===== src/rtl/motor_sensor_emulator.sv =====
// motor_sensor_emulator
//
// N-channel hall + quadrature-encoder emulator for motor-board bring-up and
// loopback self-test. Each channel steps a 6-state hall sequence and a 4-state
// quadrature sequence at programmable rates, with per-channel direction.
// Channel i starts i*STAGGER enabled cycles after the first enabled cycle
// following reset.
//
// Ports:
//   sysclk        in   system clock, rising edge
//   rst_n         in   asynchronous active-low reset
//   enable        in   run emulation; low freezes every channel
//   dir           in   per channel: 1 = forward, 0 = reverse
//   hall_period   in   cycles per hall state (shared); 0 = stall
//   enc_period    in   cycles per quadrature state (shared); 0 = stall
//   fault_inject  in   per channel: force hall outputs to 000 (MOTOR_EMU_FAULT_EN only)
//   hall_a/b/c    out  emulated hall sensors
//   enc_a/b       out  emulated quadrature encoder
//   hall_step     out  1-cycle strobe when a channel's hall state changes
//
// Build option: define MOTOR_EMU_FAULT_EN to add the fault_inject port and the
// registered hall forcing logic. Without it the hall outputs always show a
// valid sequence state.

module motor_sensor_emulator #(
    parameter int NUM_MOTORS   = 5,
    parameter int PERIOD_WIDTH = 16,
    parameter int STAGGER      = 100
) (
    input  logic                    sysclk,
    input  logic                    rst_n,
    input  logic                    enable,
    input  logic [NUM_MOTORS-1:0]   dir,
    input  logic [PERIOD_WIDTH-1:0] hall_period,
    input  logic [PERIOD_WIDTH-1:0] enc_period,
`ifdef MOTOR_EMU_FAULT_EN
    input  logic [NUM_MOTORS-1:0]   fault_inject,
`endif
    output logic [NUM_MOTORS-1:0]   hall_a,
    output logic [NUM_MOTORS-1:0]   hall_b,
    output logic [NUM_MOTORS-1:0]   hall_c,
    output logic [NUM_MOTORS-1:0]   enc_a,
    output logic [NUM_MOTORS-1:0]   enc_b,
    output logic [NUM_MOTORS-1:0]   hall_step
);

    localparam int START_MAX = (NUM_MOTORS - 1) * STAGGER;
    localparam int START_W   = (START_MAX > 0) ? $clog2(START_MAX + 1) : 1;

    // Hall sequence 101,100,110,010,011,001 (forward order).
    function automatic logic [2:0] hall_next(input logic [2:0] h, input logic fwd);
        logic [2:0] n;
        n = 3'b101;
        if (fwd) begin
            case (h)
                3'b101:  n = 3'b100;
                3'b100:  n = 3'b110;
                3'b110:  n = 3'b010;
                3'b010:  n = 3'b011;
                3'b011:  n = 3'b001;
                default: n = 3'b101;
            endcase
        end else begin
            case (h)
                3'b101:  n = 3'b001;
                3'b001:  n = 3'b011;
                3'b011:  n = 3'b010;
                3'b010:  n = 3'b110;
                3'b110:  n = 3'b100;
                default: n = 3'b101;
            endcase
        end
        return n;
    endfunction

    // Quadrature {a,b}: forward 00->10->11->01->00.
    function automatic logic [1:0] enc_next(input logic [1:0] e, input logic fwd);
        logic [1:0] n;
        n = 2'b00;
        if (fwd) begin
            case (e)
                2'b00:   n = 2'b10;
                2'b10:   n = 2'b11;
                2'b11:   n = 2'b01;
                default: n = 2'b00;
            endcase
        end else begin
            case (e)
                2'b00:   n = 2'b01;
                2'b01:   n = 2'b11;
                2'b11:   n = 2'b10;
                default: n = 2'b00;
            endcase
        end
        return n;
    endfunction

    // Counts enabled cycles since reset and saturates once the last channel
    // is active; only reset re-arms the stagger.
    logic [START_W-1:0] start_cnt;

    always_ff @(posedge sysclk or negedge rst_n) begin
        if (!rst_n) begin
            start_cnt <= '0;
        end else if (enable && (start_cnt < START_W'(START_MAX))) begin
            start_cnt <= start_cnt + START_W'(1);
        end
    end

    for (genvar g = 0; g < NUM_MOTORS; g++) begin : g_ch
        logic                    active;
        logic                    hall_adv;
        logic                    enc_adv;
        logic                    step_q;
        logic [2:0]              hall_st;
        logic [2:0]              hall_nx;
        logic [2:0]              hall_out;
        logic [1:0]              enc_st;
        logic [PERIOD_WIDTH-1:0] hall_cnt;
        logic [PERIOD_WIDTH-1:0] enc_cnt;

        // start_cnt is 0 on the first enabled cycle, so channel 0 counts on
        // that very cycle and channel i exactly i*STAGGER cycles later.
        assign active = (start_cnt >= START_W'(g * STAGGER));

        // ">=" rather than "==" so a period lowered below the running count
        // steps on the next cycle instead of wrapping the counter.
        assign hall_adv = enable && active && (hall_period != '0) && (hall_cnt >= hall_period);
        assign enc_adv  = enable && active && (enc_period  != '0) && (enc_cnt  >= enc_period);
        assign hall_nx  = hall_adv ? hall_next(hall_st, dir[g]) : hall_st;

        always_ff @(posedge sysclk or negedge rst_n) begin
            if (!rst_n) begin
                hall_st  <= 3'b101;
                enc_st   <= 2'b00;
                hall_cnt <= '0;
                enc_cnt  <= '0;
                step_q   <= 1'b0;
            end else begin
                step_q <= hall_adv;
                if (enable && active) begin
                    hall_st <= hall_nx;
                    // A zero period parks the counter at 0 so a later
                    // non-zero period counts a full period from 1.
                    if (hall_period == '0) begin
                        hall_cnt <= '0;
                    end else if (hall_adv) begin
                        hall_cnt <= PERIOD_WIDTH'(1);
                    end else begin
                        hall_cnt <= hall_cnt + PERIOD_WIDTH'(1);
                    end

                    if (enc_adv) begin
                        enc_st <= enc_next(enc_st, dir[g]);
                    end
                    if (enc_period == '0) begin
                        enc_cnt <= '0;
                    end else if (enc_adv) begin
                        enc_cnt <= PERIOD_WIDTH'(1);
                    end else begin
                        enc_cnt <= enc_cnt + PERIOD_WIDTH'(1);
                    end
                end
            end
        end

`ifdef MOTOR_EMU_FAULT_EN
        // Forcing only masks the outputs; hall_st keeps sequencing underneath.
        always_ff @(posedge sysclk or negedge rst_n) begin
            if (!rst_n) begin
                hall_out <= 3'b101;
            end else if (fault_inject[g]) begin
                hall_out <= 3'b000;
            end else begin
                hall_out <= hall_nx;
            end
        end
`else
        assign hall_out = hall_st;
`endif

        assign hall_a[g]    = hall_out[2];
        assign hall_b[g]    = hall_out[1];
        assign hall_c[g]    = hall_out[0];
        assign enc_a[g]     = enc_st[1];
        assign enc_b[g]     = enc_st[0];
        assign hall_step[g] = step_q;
    end

endmodule


===== config.mk =====
export PLATFORM = sky130hd
export DESIGN_NAME = motor_sensor_emulator
export DESIGN_NICKNAME = d
export VERILOG_FILES = /design/src/rtl/motor_sensor_emulator.sv
export SDC_FILE = /design/constraint.sdc
export NUM_CORES = 1
export LEC_CHECK = 0
export ABC_AREA = 1
export CAP_MARGIN = 20
export CELL_PAD_IN_SITES_DETAIL_PLACEMENT = 0
export CELL_PAD_IN_SITES_GLOBAL_PLACEMENT = 2
export CORE_AREA = 4 4 324 167
export DETAILED_ROUTE_END_ITERATION = 10
export DIE_AREA = 0 0 328 171
export GPL_TIMING_DRIVEN = 0
export PLACE_DENSITY = 0.84
export SKIP_LAST_GASP = 1
export SLEW_MARGIN = 20
export SYNTH_ARGS = -nofsm -noshare
export SYNTH_HDL_FRONTEND = slang
export SYNTH_SLANG_ARGS = --single-unit

===== constraint.sdc =====
create_clock -name sysclk -period 1.75 [get_ports sysclk]
set_input_delay 0.35 -clock sysclk [delete_from_list [all_inputs] [get_ports sysclk]]
set_output_delay 0.35 -clock sysclk [all_outputs]
set_load 0.02 [all_outputs]

==> impl_metrics.sql <==
INSERT INTO impl_metrics (metric_group, metric, value, unit) VALUES
('status', 'status', 'finished, violations left', ''),
('status', 'violations', 'setup timing', ''),
('logic_synthesis', 'synth.yosys.seq_area_share', '0.329', ''),
('logic_synthesis', 'syn-num-nets', '2304', ''),
('timing', 'finalWorstPathRequiredPeriod', '1.86', 'ns'),
('route', 'ant_nets', '0', ''),
('setup_path', 'cp_data_required_time', '2.14', 'ns'),
('timing', 'slew_headroom', '0.606', ''),
('min_path', 'timing.hold.worst.class', 'input pin to flop', ''),
('timing', 'final_hold_viol_count', '0', ''),
('setup_path', 'path_max_fanout', '6', ''),
('clock_network', 'clk_pin_slew', '0.08', 'ns'),
('pwr', 'maximum_vdd_drop', '0.623', 'mV'),
('timing', 'timing.final.crit_share', '1.06', ''),
('logic_synthesis', 'synthesis.yosys.warnings', '0', ''),
('global_route', 'first_global_vias', '13500', ''),
('placed_design', 'buffer_ports.inserted', '66', ''),
('logic_synthesis', 'postSynth.topFlopCell', 'sky130_fd_sc_hd__dfrtp_1', ''),
('timing', 'timing.final.setup_violations', '85', ''),
('global_route', 'grt_util_all_layers', '0.175', ''),
('clock_network', 'clock_sinks', '199', ''),
('finish', 'end_of_flow_core_utilization', '0.419', ''),
('logic_synthesis', 'synth.distinct_cells', '39', ''),
('route', 'drc', '0', ''),
('finish', 'layout.cells.most_common_list', 'sky130_fd_sc_hd__nand2_1 (626), sky130_fd_sc_hd__inv_1 (172), sky130_fd_sc_hd__buf_4 (170)', ''),
('clock_network', 'cts_max_level', '4', ''),
('clock_network', 'tritoncts', 'yes', ''),
('finish', 'num-fill-cells', '5077', ''),
('timing', 'setup_ws', '-0.110', 'ns'),
('logic_synthesis', 'synthesis.instances', '2092', ''),
('placed_design', 'placed_cells', '2861', ''),
('global_route', 'grt_max_degree', '84', ''),
('flow_run', 'timing.max_cap.violations', '0', ''),
('floorplanning', 'die_area', '0.0561', 'mm^2'),
('route', 'average_wire_per_standard_cell', '16.4', 'um'),
('timing', 'clock.fmax', '538', 'MHz'),
('finish', 'antennaDiodeCount', '0', ''),
('logic_synthesis', 'avgSynthCellArea', '7.26', 'um^2'),
('logic_synthesis', 'synth_edf_count', '0', ''),
('timing', 'fin_worst_skew', '0.0133', 'ns'),
('timing', 'finalMaxSlewViolations', '0', ''),
('global_route', 'antenna_violations_before_repair', '0', ''),
('finish', 'design.final.nets', '2603', ''),
('clock_network', 'tritoncts.num_buffers', '17', ''),
('placed_design', 'globalplace.congestion', '0.843', ''),
('setup_path', 'arrival', '2.25', 'ns'),
('floorplanning', 'pin_count', '70', ''),
('clock_network', 'insertion_delay', '0.47', 'ns'),
('global_route', 'grt_first_pass_wirelength', '76.3', 'mm'),
('route', 'detail_route.first_pass.iterations', '5', ''),
('placed_design', 'dpl.hpwl', '34.3', 'mm'),
('floorplanning', 'initial_core_util', '0.296', ''),
('setup_path', 'setup.worst_path.end_class', 'flop', ''),
('pwr', 'cellLeakagePower', '10.4', 'nW'),
('clock_network', 'clk_root_buffer_cell', 'sky130_fd_sc_hd__clkbuf_16', ''),
('floorplanning', 'core_area', '0.0513', 'mm^2'),
('route', 'avgViaCountPerCell', '4.73', ''),
('global_route', 'globalRouteOverflowTotal', '0', ''),
('logic_synthesis', 'asyncSetResetFlopFracSynth', '1.00', ''),
('pwr', 'powerDensity', '745', 'mW/mm^2'),
('floorplanning', 'die-height', '171', 'um'),
('logic_synthesis', 'synth_area', '0.0152', 'mm^2'),
('finish', 'areaGrowthSynthToFinish', '41.6', '%'),
('timing', 'timing_worst_slew_pin_value', '0.591', 'ns'),
('route', 'drt_wirelength', '51.0', 'mm'),
('finish', 'area_of_combinational_cells_with_multiple_inputs', '0.0112', 'mm^2'),
('finish', 'fraction_of_layout_cells_with_a_size_suffix_above_1', '0.323', ''),
('clock_network', 'max-clock-path-buffers', '2', ''),
('route', 'vias', '14700', ''),
('finish', 'finish.cell_count_without_fillers', '3104', ''),
('setup_path', 'crit_type', 'input pin to flop', ''),
('timing', 'rsz0062_at_grt', 'true', ''),
('setup_path', 'timing.critical_path.from_type', 'input pin', ''),
('finish', 'layout_commonest_cell', 'sky130_fd_sc_hd__nand2_1', ''),
('logic_synthesis', 'ys_seq_elements', '199', ''),
('floorplanning', 'chipWidth', '328', 'um'),
('route', 'drc_violation_total_after_the_first_tritonroute_iteration', '1158', ''),
('setup_path', 'rrSetupSlack', '-0.10', 'ns'),
('finish', 'ff_latch_area', '0.00510', 'mm^2'),
('floorplanning', 'std_cell_rows', '59', '');
final timing paths:
path / startpoint / end / cells after the start
worst min register to register: g_ch[0].hall_out[2] / g_ch[0].hall_out[2] / 2
min in group asynchronous: rst_n / g_ch[0].enc_st[1] / 2
worst max register to register: g_ch[2].enc_cnt[9] / g_ch[2].enc_cnt[4] / 10
worst max-delay path: enc_period[8] / g_ch[2].enc_cnt[4] / 12
worst min-delay path: enable / g_ch[0].enc_cnt[0] / 4
max in group asynchronous: rst_n / g_ch[1].hall_out[2] / 4
report_power, final:
part,total [mW],switching [mW],internal (mW)
Clock,4.26,1.97,2.29
Sequential,5.97,0.763,5.21
Combinational,5.78,3.27,2.51
logic make-up (layout without fill, tap and decap cells):
group	count (synthesis)	in the layout	synth area share
and+or+nand+nor	1141	1141	0.314
AOI/OAI and AO/OA	178	178	0.0664
adders and majority gates	172	172	0.142
buffers and inverters	261	572	0.0677
DFF	199	199	0.329
xor gates and xnor gates	141	141	0.0813
synthesized netlist by cell type, types with 21 or more instances:
library cell,instances,area (um^2)
sky130_fd_sc_hd__a21oi_1,64,320
sky130_fd_sc_hd__o21ai_0,55,275
sky130_fd_sc_hd__nand4_1,41,257
sky130_fd_sc_hd__xnor2_1,35,307
sky130_fd_sc_hd__inv_1,217,815
sky130_fd_sc_hd__nand3b_1,21,158
sky130_fd_sc_hd__nand3_1,117,586
sky130_fd_sc_hd__nor2_1,176,661
sky130_fd_sc_hd__dfrtp_1,189,4730
sky130_fd_sc_hd__xor2_1,106,928
sky130_fd_sc_hd__ha_1,172,2150
sky130_fd_sc_hd__nand2_1,731,2740
sky130_fd_sc_hd__nor3_1,33,165
layer usage:
metal	part of all wire	GRT usage	vias up	routed length (um)
li1	-	-	7327	-
met1	0.55	0.282	7034	28200
met2	0.39	0.238	284	20100
met3	0.044	0.0291	32	2240
met4	0.010	0.0334	0	509
met5	0	0	-	0
metrics by stage:
step,instance area [um^2],power [mW],TNS (ns),setup WS [ns],hold WS [ns]
after floorplan,15200,8.54,0,0.00828,0.0544
after global placement,16700,9.76,-1943.38,-9.09,0.481
after detailed placement,16800,9.93,-179.35,-1.10,0.272
after CTS,19600,15.1,-0.575,-0.0363,0.361
after global routing,21500,17.1,-13.59,-0.152,0.353
final,21500,16.0,-3.00,-0.110,0.335
layout make-up:
cell class | count | share of cell area
clock buffers | 23 | 0.0213
clock inverters | 8 | 0.00576
repair buffers | 281 | 0.118
well taps | 701 | 0.0408
multi-input cells | 1632 | 0.520
inverters | 223 | 0.0438
plain buffers | 37 | 0.0127
flip-flops and latches | 199 | 0.237
what timing repair did:
action                                  4_1_cts  5_1_grt
pin swaps                                    49      129
setup buffers                               146       56
hold buffers                                  1        0
gates cloned                                  6        5
hold endpoints to repair                     39        0
resized for setup                           355      373
endpoints found under the setup margin      220      243
state kept, by name, indices dropped and copies added (netlist names):
register       cells
g_ch.enc_cnt      80
g_ch.hall_cnt     80
g_ch.hall_out     15
g_ch.enc_st       10
start_cnt          9
g_ch.step_q        5
critical path, stage by stage:
cell and delay (ns):
sky130_fd_sc_hd__dlygate4sd2_1 0.24, sky130_fd_sc_hd__clkinvlp_4 0.25, sky130_fd_sc_hd__ha_1 0.28, sky130_fd_sc_hd__nand2_1 0.05, sky130_fd_sc_hd__inv_1 0.04, sky130_fd_sc_hd__o21bai_1 0.14, sky130_fd_sc_hd__a21oi_1 0.11, sky130_fd_sc_hd__nor2_2 0.22
sky130_fd_sc_hd__buf_4 0.17, sky130_fd_sc_hd__nand3_4 0.10, sky130_fd_sc_hd__buf_6 0.17, sky130_fd_sc_hd__o21ai_1 0.11
No activity file was read; power rests on OpenSTA's default activity.
